### src/rtl/oled_pkg.sv
// Shared definitions for the SSD1331 command sequencer: FSM states and the
// power-on initialisation byte stream.
package oled_pkg;

    typedef enum logic [2:0] {
        BOOT,
        ISSUE,
        GUARD_W,
        WAIT,
        IDLE
    } state_t;

    localparam int INIT_LEN = 37;
    localparam int INIT_IW  = $clog2(INIT_LEN + 1);

    localparam logic [8:0] CMD_FLAG = 9'h100;

    localparam logic [7:0] INIT_ROM [INIT_LEN] = '{
        8'hAE, 8'hA0, 8'h72, 8'hA1, 8'h00, 8'hA2, 8'h00, 8'hA4, 8'hA8, 8'h3F,
        8'hAD, 8'h8E, 8'hB0, 8'h0B, 8'hB1, 8'h31, 8'hB3, 8'hF0, 8'h8A, 8'h64,
        8'h8B, 8'h78, 8'h8C, 8'h64, 8'hBB, 8'h3A, 8'hBE, 8'h3E, 8'h87, 8'h06,
        8'h81, 8'h91, 8'h82, 8'h50, 8'h83, 8'h7D, 8'hAF
    };

    // Every init byte is a command, so DC is driven low for all of them.
    function automatic logic [8:0] rom_word(input logic [INIT_IW-1:0] idx);
        return CMD_FLAG | {1'b0, INIT_ROM[idx]};
    endfunction

endpackage

### src/rtl/oled_seq.sv
// Sole writer on the spimaster Avalon-MM port: boot delay, SSD1331 init stream,
// then single client bytes, each paced by polling the master's idle bit.
module oled_seq
    import oled_pkg::*;
#(
    parameter int BOOT_CYCLES = 1000,
    parameter int GUARD       = 2,
    parameter int TIMEOUT     = 4096
) (
    input  logic        clk,
    input  logic        reset,
    output logic [31:0] spi_writedata,
    output logic        spi_write,
    output logic        spi_read,
    input  logic [31:0] spi_readdata,
    input  logic        cmd_valid,
    output logic        cmd_ready,
    input  logic [7:0]  cmd_byte,
    input  logic        cmd_is_cmd,
    output logic        init_done,
    output logic        err
);

    // One shared counter serves BOOT, GUARD_W and WAIT; it clears on every state change.
    localparam int CNT_MAX = (BOOT_CYCLES > GUARD)
                           ? ((BOOT_CYCLES > TIMEOUT) ? BOOT_CYCLES : TIMEOUT)
                           : ((GUARD > TIMEOUT) ? GUARD : TIMEOUT);
    localparam int CW = $clog2(CNT_MAX + 1);

    localparam logic [CW-1:0]      CNT_SAT   = CW'(CNT_MAX);
    localparam logic [CW-1:0]      BOOT_LAST = CW'(BOOT_CYCLES - 1);
    localparam logic [CW-1:0]      GRD_LAST  = CW'(GUARD - 1);
    localparam logic [CW-1:0]      TMO_LAST  = CW'(TIMEOUT - 1);
    localparam logic [INIT_IW-1:0] ROM_LAST  = INIT_IW'(INIT_LEN - 1);

    state_t               r_state, w_state_next;
    logic [CW-1:0]        r_cnt, w_cnt_next;
    logic [INIT_IW-1:0]   r_idx, w_idx_next;
    logic [INIT_IW-1:0]   w_idx_inc;
    logic [8:0]           r_wdata, w_wdata_next;
    logic                 r_init_done, w_init_done_next;
    logic                 r_err, w_err_next;
    logic                 w_idle;
    logic                 w_unused_rd;

    assign w_idle      = spi_readdata[0];
    assign w_unused_rd = ^spi_readdata[31:1];
    assign w_idx_inc   = r_idx + 1'b1;

    assign spi_write     = (r_state == ISSUE);
    assign spi_read      = (r_state == WAIT);
    assign spi_writedata = {23'b0, r_wdata};
    assign cmd_ready     = (r_state == IDLE) && r_init_done;
    assign init_done     = r_init_done;
    assign err           = r_err;

    always_comb begin
        w_state_next     = r_state;
        w_idx_next       = r_idx;
        w_wdata_next     = r_wdata;
        w_init_done_next = r_init_done;
        w_err_next       = r_err;
        w_cnt_next       = (r_cnt == CNT_SAT) ? r_cnt : r_cnt + 1'b1;

        case (r_state)
            BOOT: begin
                if (r_cnt >= BOOT_LAST) begin
                    w_state_next = ISSUE;
                    w_idx_next   = '0;
                    w_wdata_next = rom_word('0);
                end
            end
            ISSUE: begin
                w_state_next = (GUARD == 0) ? WAIT : GUARD_W;
            end
            GUARD_W: begin
                if (r_cnt >= GRD_LAST) begin
                    w_state_next = WAIT;
                end
            end
            WAIT: begin
                // A timeout advances exactly like a seen idle, only flagging err.
                if (w_idle || (r_cnt >= TMO_LAST)) begin
                    if (!w_idle) begin
                        w_err_next = 1'b1;
                    end
                    if (!r_init_done) begin
                        w_idx_next = w_idx_inc;
                        if (r_idx >= ROM_LAST) begin
                            w_init_done_next = 1'b1;
                            w_state_next     = IDLE;
                        end else begin
                            w_wdata_next = rom_word(w_idx_inc);
                            w_state_next = ISSUE;
                        end
                    end else begin
                        w_state_next = IDLE;
                    end
                end
            end
            IDLE: begin
                if (cmd_valid && cmd_ready) begin
                    w_wdata_next = {cmd_is_cmd, cmd_byte};
                    w_state_next = ISSUE;
                end
            end
            default: begin
                w_state_next = BOOT;
            end
        endcase

        if (w_state_next != r_state) begin
            w_cnt_next = '0;
        end
    end

    always_ff @(posedge clk) begin
        if (reset) begin
            r_state     <= BOOT;
            r_cnt       <= '0;
            r_idx       <= '0;
            r_wdata     <= '0;
            r_init_done <= 1'b0;
            r_err       <= 1'b0;
        end else begin
            r_state     <= w_state_next;
            r_cnt       <= w_cnt_next;
            r_idx       <= w_idx_next;
            r_wdata     <= w_wdata_next;
            r_init_done <= w_init_done_next;
            r_err       <= w_err_next;
        end
    end

endmodule

### config.mk
export PLATFORM = sky130hd
export DESIGN_NAME = oled_seq
export DESIGN_NICKNAME = d
export VERILOG_FILES = /design/src/rtl/oled_pkg.sv /design/src/rtl/oled_seq.sv
export SDC_FILE = /design/constraint.sdc
export NUM_CORES = 1
export LEC_CHECK = 0
export ABC_AREA = 1
export CAP_MARGIN = 10
export CORE_MARGIN = 3
export CORE_UTILIZATION = 45
export CTS_BUF_LIST = sky130_fd_sc_hd__clkbuf_16
export DETAILED_ROUTE_END_ITERATION = 12
export DONT_BUFFER_PORTS = 1
export GPL_ROUTABILITY_DRIVEN = 0
export GPL_TIMING_DRIVEN = 0
export PLACE_DENSITY_LB_ADDON = 0.2
export REMOVE_ABC_BUFFERS = 1
export SLEW_MARGIN = 20
export SYNTH_ARGS = -nofsm -noshare
export SYNTH_HDL_FRONTEND = slang
export SYNTH_SLANG_ARGS = --single-unit
### constraint.sdc
create_clock -name clk -period 2.15 [get_ports clk]
set_input_delay 0.43 -clock clk [delete_from_list [all_inputs] [get_ports clk]]
set_output_delay 0.43 -clock clk [all_outputs]
set_load 0.01 [all_outputs]
==> insert_results.sql, run 1 <==
INSERT INTO impl_metrics (metric_group, metric, value, unit) VALUES
('critical_path', 'end_kind', 'primary output', ''),
('yosys', 'yosys.cell_types.count', '32', ''),
('cells_and_area', 'post_route_cells_drive_above_1_share', '15.4', '%'),
('cells_and_area', 'final-instance-count-excl-fill', '543', ''),
('floorplanning', 'num_rows', '28', ''),
('power', 'ir_drop_worst_vdd', '0.317', 'mV'),
('yosys', 'ys_ff_latch', '33', ''),
('routing', 'route.detailed.drc', '0', ''),
('grt', 'grt_max_degree', '15', ''),
('cts', 'clk_root_buffer_cell', 'clkbuf_16', ''),
('routing', 'wl_met3', '398', 'um'),
('cells_and_area', 'design.final.nets', '523', ''),
('timing', 'final.period_utilization', '94.9', '%'),
('critical_path', 'timing.critical_path.fanout_max', '7', ''),
('critical_path', 'critPathArrivalTime', '1.61', 'ns'),
('routing', 'drtAntennaViolNets', '0', ''),
('floorplanning', 'design.core.area', '6060', 'um^2'),
('cells_and_area', 'area.growth.synth_to_final', '9.86', '%'),
('cts', 'cts.path.max_buffers', '2', ''),
('place', 'portBuffers', '0', ''),
('cts', 'cts-buffers-inserted', '5', ''),
('critical_path', 'timing.critical_path.required', '1.72', 'ns'),
('floorplanning', 'die_height', '85.8', 'um'),
('floorplanning', 'die_width', '85.8', 'um'),
('cts', 'tritoncts', 'done', ''),
('routing', 'wire_per_inst', '12.4', 'um'),
('cts', 'clock_sink_count', '33', ''),
('yosys', 'yosys_warnings', '0', ''),
('grt', 'grt_antenna_before_repair', '0', ''),
('power', 'powerDensity', '475', 'nW/um^2'),
('critical_path', 'critical_path_class', 'reg2out', ''),
('floorplanning', 'fp.dieArea', '7370', 'um^2'),
('routing', 'met1Wirelength', '3.22', 'mm'),
('floorplanning', 'start_util', '47.3', '%'),
('floorplanning', 'io_pins', '81', ''),
('cts', 'htreeDepth', '2', ''),
('cts', 'worstSkewPairLatency', '0.28', 'ns'),
('timing', 'fmax', '490', 'MHz'),
('grt', 'groute.usage.overall', '19.3', '%'),
('timing', 'timing.slew.headroom', '62.2', '%'),
('routing', '1st_pass_router_iterations', '4', ''),
('critical_path', 'crit_start', 'r_state[2]', ''),
('place', 'place_inst', '522', ''),
('critical_path', 'worstReg2RegStart', 'r_idx[0]', ''),
('routing', 'route.detailed.vias_per_inst', '4.98', ''),
('grt', 'grt_pass1_wl', '11.7', 'mm'),
('timing', 'final_max_slew_viol_count', '0', ''),
('routing', 'met2_wirelength', '3.01', 'mm'),
('grt', 'grt_pass1_vias', '2488', ''),
('timing', 'hold_viol_final', '0', ''),
('worst_hold_path', 'holdCritStartpoint', 'reset', ''),
('grt', 'grt-ovfl-total', '0', ''),
('status', 'outcome', 'finished, final reports clean', ''),
('timing', 'finalCriticalPeriod', '2.04', 'ns'),
('routing', 'dr_total_vias', '2703', ''),
('cells_and_area', 'diodes', '0', ''),
('yosys', 'syn-mean-instance-area', '6.23', 'um^2'),
('routing', 'drt_iter0_markers', '148', ''),
('timing', 'setup_viol', '0', ''),
('place', 'hpwlAfterDp', '4.73', 'mm'),
('timing', 'final.setup_skew', '0.00577', 'ns'),
('timing', 'tightestPinTransition', '0.565', 'ns'),
('critical_path', 'crit_path_start_kind', 'flop', ''),
('worst_hold_path', 'min-delay-path-class', 'in2reg', ''),
('power', 'power', '0.00150', 'W'),
('yosys', 'synth_sequential_area_ratio', '23.0', '%'),
('routing', 'dr.max_layer_used', 'met4', ''),
('yosys', 'syn-instance-count', '460', ''),
('routing', 'finalWirelength', '6.74', 'mm'),
('cts', 'cts.reportedPaths.clkPinSlew', '0.05', 'ns'),
('power', 'leakage', '1.53', 'nW'),
('yosys', 'syn_area', '2870', 'um^2'),
('run', 'maxCapViolations', '0', '');
## logic make-up (layout without fill, tap and decap cells)
family,after synthesis,in the layout,synth area share [%]
buffers and inverters,97,82,17.2
other,1,23,0.131
xor gates and xnor gates,10,10,3.05
and+or+nand+nor,277,278,46.1
DFF,33,33,23.0
adders and majority gates,12,12,5.24
AOI/OAI and AO/OA,30,30,5.28
## cell type report
| class | count | area, um^2 |
|---|---|---|
| multi-input cells | 353 | 1870 |
| clock inverters | 3 | 41.3 |
| flip-flops and latches | 33 | 668 |
| fillers | 617 | 2910 |
| inverters | 62 | 241 |
| repair buffers | 12 | 106 |
| well taps | 75 | 93.8 |
| clock buffers | 5 | 125 |
## worst paths after layout
path / endpoint / slack [ns] / cells after the start
setup / recovery: cmd_ready / 0.11 / 4
setup reg to reg: r_wdata[2] / 0.16 / 12
hold / removal: r_idx[1] / 0.21 / 1
hold reg to reg: err / 0.51 / 2
## cell usage after synthesis
cell	instances	area, um^2
inv_1	59	221
nand4_2	1	12.5
inv_2	3	11.3
buf_6	3	33.8
xnor2_1	1	8.76
nand3b_1	2	15.0
nor2_4	1	11.3
o21ai_1	4	20.0
dfxtp_1	33	661
clkbuf_8	1	13.8
nand3_2	6	60.1
nor3_4	1	16.3
o21ai_0	14	70.1
or2_2	1	6.26
nor2_1	56	210
conb_1	1	3.75
nand2_1	122	458
a31oi_1	1	6.26
nand2_2	12	75.1
ha_1	12	150
nand3b_4	1	20.0
nor3_2	10	100
nand2_4	1	11.3
nor2_2	4	25.0
a21oi_1	11	55.1
nand3_1	49	245
buf_2	5	25.0
xor2_1	9	78.8
clkbuf_1	2	7.51
buf_4	24	180
nand4_1	4	25.0
nor3_1	6	30.0
## stage by stage
step,utilization [%],TNS (ns),setup slack (ns),hold slack [ns],area (um^2)
final,52.0,0,0.110,0.211,3150
after global routing,52.0,-0.00233,-0.00233,0.204,3150
after CTS,49.6,0,0.0209,0.208,3010
after detailed placement,45.9,-2.32,-0.354,0.505,2780
after global placement,45.9,-2.34,-0.367,0.503,2780
after floorplan,-,0,0.0824,0.468,2690
## flip-flops by register name, summed over array words and instances (netlist names)
| name | count |
|---|---|
| r_state | 3 |
| init_done | 1 |
| r_idx | 6 |
| r_cnt | 13 |
| r_wdata | 9 |
| err | 1 |
## placed cells by master, fill, tap and decap left out, types with 3 or more instances in the layout
cell type,synthesis,layout
nor2_1,56,56
nand4_1,4,4
clkbuf_16,0,5
dfxtp_1,33,31
nor3_2,10,11
xor2_1,9,9
nor3_1,6,6
nand2_1,122,120
a21oi_1,11,11
o21ai_0,14,14
nand3_2,6,9
buf_4,24,10
nand2_2,12,13
ha_1,12,10
o21ai_1,4,4
nor2_2,4,3
inv_1,59,58
nand3_1,49,45
conb_1,1,23
## where the power goes
part	switching [W]	internal (W)
Clock	0.000266	0.000542
Sequential	0.00000657	0.000615
Combinational	0.0000498	0.0000186
## worst max-delay path, stage by stage, from the launching register on
cell	delay, ns
dfxtp_1	0.47
inv_1	0.16
nor2_2	0.25
inv_1	0.16
nor2_1	0.30
## metal layers
metal  up-vias  track usage, %
met1      1206            27.1
met3        11            3.84
li1       1408               -
met2        78            29.6
met5         -               0
met4         0            6.04
## what timing repair did
action	4_1_cts	5_1_grt
gates cloned	1	0
gates resized for setup	7	14
hold buffers	0	0
pin swaps	1	5
setup buffers	3	9
endpoints found under the setup margin	8	22
No activity file was read; power rests on OpenSTA's default activity.
==> inputs of run 2 (changes only) <==
- ABC_AREA: 1 -> 0
==> run 2 against run 1 <==
Critical path depth up 4. Design area down 0.60%. Clock skew down 0.0020 ns. Wire length up 8.8%. Worst setup slack worse by 0.089 ns. Utilization up 6.7 points. Count of clock-buffer cells in the layout unchanged. Critical path type is now reg2reg. Largest cell class unchanged.
==> insert_results.sql, run 2 <==
INSERT INTO impl_metrics (metric_group, metric, value, unit) VALUES
('cells_and_area', 'area.growth.synth_to_final', '21.4', '%'),
('routing', 'finalWirelength', '7.33', 'mm'),
('floorplanning', 'start_util', '48.3', '%'),
('critical_path', 'critPathArrivalTime', '2.32', 'ns'),
('timing', 'final.setup_skew', '0.00374', 'ns'),
('cts', 'htreeDepth', '2', ''),
('timing', 'final_max_slew_viol_count', '0', ''),
('grt', 'grt_pass1_wl', '9.99', 'mm'),
('cts', 'worstSkewPairLatency', '0.28', 'ns'),
('timing', 'final.period_utilization', '99.0', '%'),
('run', 'maxCapViolations', '0', ''),
('cells_and_area', 'reg_top3', 'r_cnt: 13 flops, r_wdata: 9 flops, r_idx: 6 flops', ''),
('yosys', 'yosys_warnings', '0', ''),
('timing', 'totalNegativeSetupSlack', '0', 'ns'),
('routing', 'drt_iter0_markers', '279', ''),
('critical_path', 'timing.critical_path.fanout_max', '5', ''),
('place', 'portBuffers', '0', ''),
('grt', 'grt_antenna_before_repair', '0', ''),
('cells_and_area', 'final_cell_mix', 'nor2_1, nand2_1, dfxtp_1', ''),
('timing', 'fmax', '470', 'MHz'),
('power', 'powerDensity', '481', 'nW/um^2'),
('grt', 'grt_max_degree', '23', ''),
('yosys', 'syn-instance-count', '336', ''),
('grt', 'groute.usage.overall', '19.1', '%'),
('yosys', 'syn-mean-instance-area', '7.67', 'um^2'),
('routing', '1st_pass_router_iterations', '5', ''),
('worst_hold_path', 'min-delay-path-class', 'in2reg', ''),
('cells_and_area', 'post_route_cells_drive_above_1_share', '26.1', '%'),
('cts', 'total_of_hold_buffers_inserted_after_clock_tree_synthesis', '0', ''),
('place', 'place_inst', '387', ''),
('power', 'leakage', '1.19', 'nW'),
('yosys', 'netlist.top_cell.by_area', 'dfxtp_1', ''),
('yosys', 'share_of_synthesized_flip_flops_with_an_asynchronous_set_or_reset', '0', '%'),
('floorplanning', 'die_width', '81.7', 'um'),
('cells_and_area', 'design.final.nets', '407', ''),
('yosys', 'ys_ff_latch', '33', ''),
('grt', 'grt_pass1_vias', '1994', ''),
('cts', 'tritoncts', 'done', ''),
('floorplanning', 'num_rows', '26', ''),
('routing', 'dr_total_vias', '2521', ''),
('critical_path', 'critical_path_class', 'reg2reg', ''),
('routing', 'route.detailed.vias_per_inst', '5.97', ''),
('yosys', 'syn_area', '2580', 'um^2'),
('routing', 'drtAntennaViolNets', '0', ''),
('floorplanning', 'fp.dieArea', '6670', 'um^2'),
('cells_and_area', 'max_flop_register', 'r_cnt', ''),
('cts', 'cts.path.max_buffers', '2', ''),
('cells_and_area', 'diodes', '0', ''),
('power', 'ir_drop_worst_vdd', '0.318', 'mV'),
('cells_and_area', 'final_layout_fill_cell_count', '447', ''),
('timing', 'hold_viol_final', '0', ''),
('yosys', 'synth.top_cells.by_area', 'dfxtp_1, nor2_1, buf_4, ha_1, o21ai_0', ''),
('timing', 'tightestPinTransition', '0.640', 'ns'),
('critical_path', 'crit_path_start_kind', 'flop', ''),
('routing', 'wire_per_inst', '17.4', 'um'),
('cts', 'clk_root_buffer_cell', 'clkbuf_16', ''),
('yosys', 'synth_sequential_area_ratio', '25.6', '%'),
('cts', 'clock_sink_count', '33', ''),
('cells_and_area', 'fin_util', '58.7', '%'),
('yosys', 'ys_dominant_reg_cell', 'dfxtp_1', ''),
('yosys', 'synth_top_area_share', '25.6', '%'),
('routing', 'route.detailed.drc', '0', ''),
('timing', 'timing.slew.headroom', '57.0', '%'),
('timing', 'setup_repair_after_global_routing_missed_its_margin', 'true', ''),
('cts', 'cts-buffers-inserted', '5', ''),
('cts', 'cts.reportedPaths.clkPinSlew', '0.05', 'ns'),
('floorplanning', 'io_pins', '81', ''),
('yosys', 'yosys.cell_types.count', '60', ''),
('critical_path', 'timing.critical_path.required', '2.34', 'ns'),
('cells_and_area', 'largest_reg_flops', '13', ''),
('cells_and_area', 'final-instance-count-excl-fill', '422', ''),
('critical_path', 'end_kind', 'flop', ''),
('cells_and_area', 'layout_commonest_cell', 'nor2_1', ''),
('place', 'hpwlAfterDp', '4.16', 'mm'),
('timing', 'setup_viol', '0', ''),
('grt', 'grt-ovfl-total', '0', ''),
('timing', 'finalCriticalPeriod', '2.13', 'ns'),
('yosys', 'yosys-top-cells-count', 'nor2_1, dfxtp_1, nand2_1', ''),
('yosys', 'most_instantiated_library_cell_after_synthesis', 'nor2_1', ''),
('yosys', 'number_of_enable_flip_flop_cells_after_synthesis', '0', ''),
('floorplanning', 'die_height', '81.7', 'um'),
('floorplanning', 'design.core.area', '5340', 'um^2'),
('status', 'outcome', 'finished, final reports clean', '');
-- run 2: cell count changes after synthesis, moves of 9 or more --
cell,change
nor3_2,-10
nor2_1,-9
nand2_2,-12
nand2_1,-96
a311oi_1,+9
inv_1,-45
nand3_1,-36
-- run 2: area by class of cell --
class | count | area, um^2 | area share (%)
Timing Repair Buffer | 26 | 231 | 7.39
Clock inverter | 3 | 37.5 | 1.20
Tap cell | 70 | 87.6 | 2.80
Clock buffer | 5 | 125 | 4.00
Inverter | 15 | 67.6 | 2.16
Multi-Input combinational cell | 270 | 1900 | 60.6
Sequential cell | 33 | 686 | 21.9
-- run 2: kinds of logic after synthesis --
family | synth area share [%]
compound gates | 24.3
xor+xnor | 6.99
fa+ha+maj | 5.82
buf+inv | 12.7
flops | 25.6
mux | 2.43
other cells | 0.145
simple gates | 22.0
-- run 2: final timing paths --
| kind | depth (start not counted) | slack [ns] | startpoint | end |
|---|---|---|---|---|
| worst min register to register | 2 | 0.54 | r_wdata[4] | r_wdata[4] |
| worst max-delay path | 8 | 0.02 | r_idx[1] | r_wdata[2] |
| worst min-delay path | 1 | 0.21 | reset | r_state[2] |
| worst max register to register | 8 | 0.02 | r_idx[1] | r_wdata[2] |
-- run 2: where the power goes --
group | switching, W | leakage (nW) | internal, W
combinational | 0.0000498 | 0.833 | 0.0000279
clock | 0.000270 | 0.0826 | 0.000538
sequential | 0.00000883 | 0.272 | 0.000612
-- run 2: worst max-delay path: stages, from the launching register on --
cell and delay, ns:
dfxtp_4 0.36, buf_4 0.15, clkinvlp_4 0.15, ha_4 0.30
ha_2 0.32, nor2_1 0.04, a311oi_1 0.33, o31ai_1 0.14
a311oi_1 0.25
-- run 2: routing by layer --
metal | wire length (um) | track usage [%]
met5 | 0 | 0
met2 | 3330 | 28.1
met4 | 141 | 5.65
met3 | 648 | 4.61
met1 | 3210 | 27.4
-- run 2: repair_timing --
item / 4_1_cts / 5_1_grt
pin swaps: 2 / 22
setup endpoints to repair: 28 / 24
gates cloned: 1 / 1
resized for setup: 24 / 54
setup buffers: 8 / 18
-- run 2: through the flow --
| step | worst slack [ns] | hold WS [ns] | power, W | area, um^2 |
|---|---|---|---|---|
| 2_1_floorplan | -0.399 | 0.499 | 0.000684 | 2390 |
| 3_3_place_gp | -0.916 | 0.505 | 0.000694 | 2480 |
| 3_5_place_dp | -0.886 | 0.506 | 0.000694 | 2480 |
| 4_1_cts | 0.00997 | 0.217 | 0.00149 | 2790 |
| 5_1_grt | -0.109 | 0.209 | 0.00155 | 3130 |
| 6_report | 0.0217 | 0.213 | 0.00151 | 3130 |
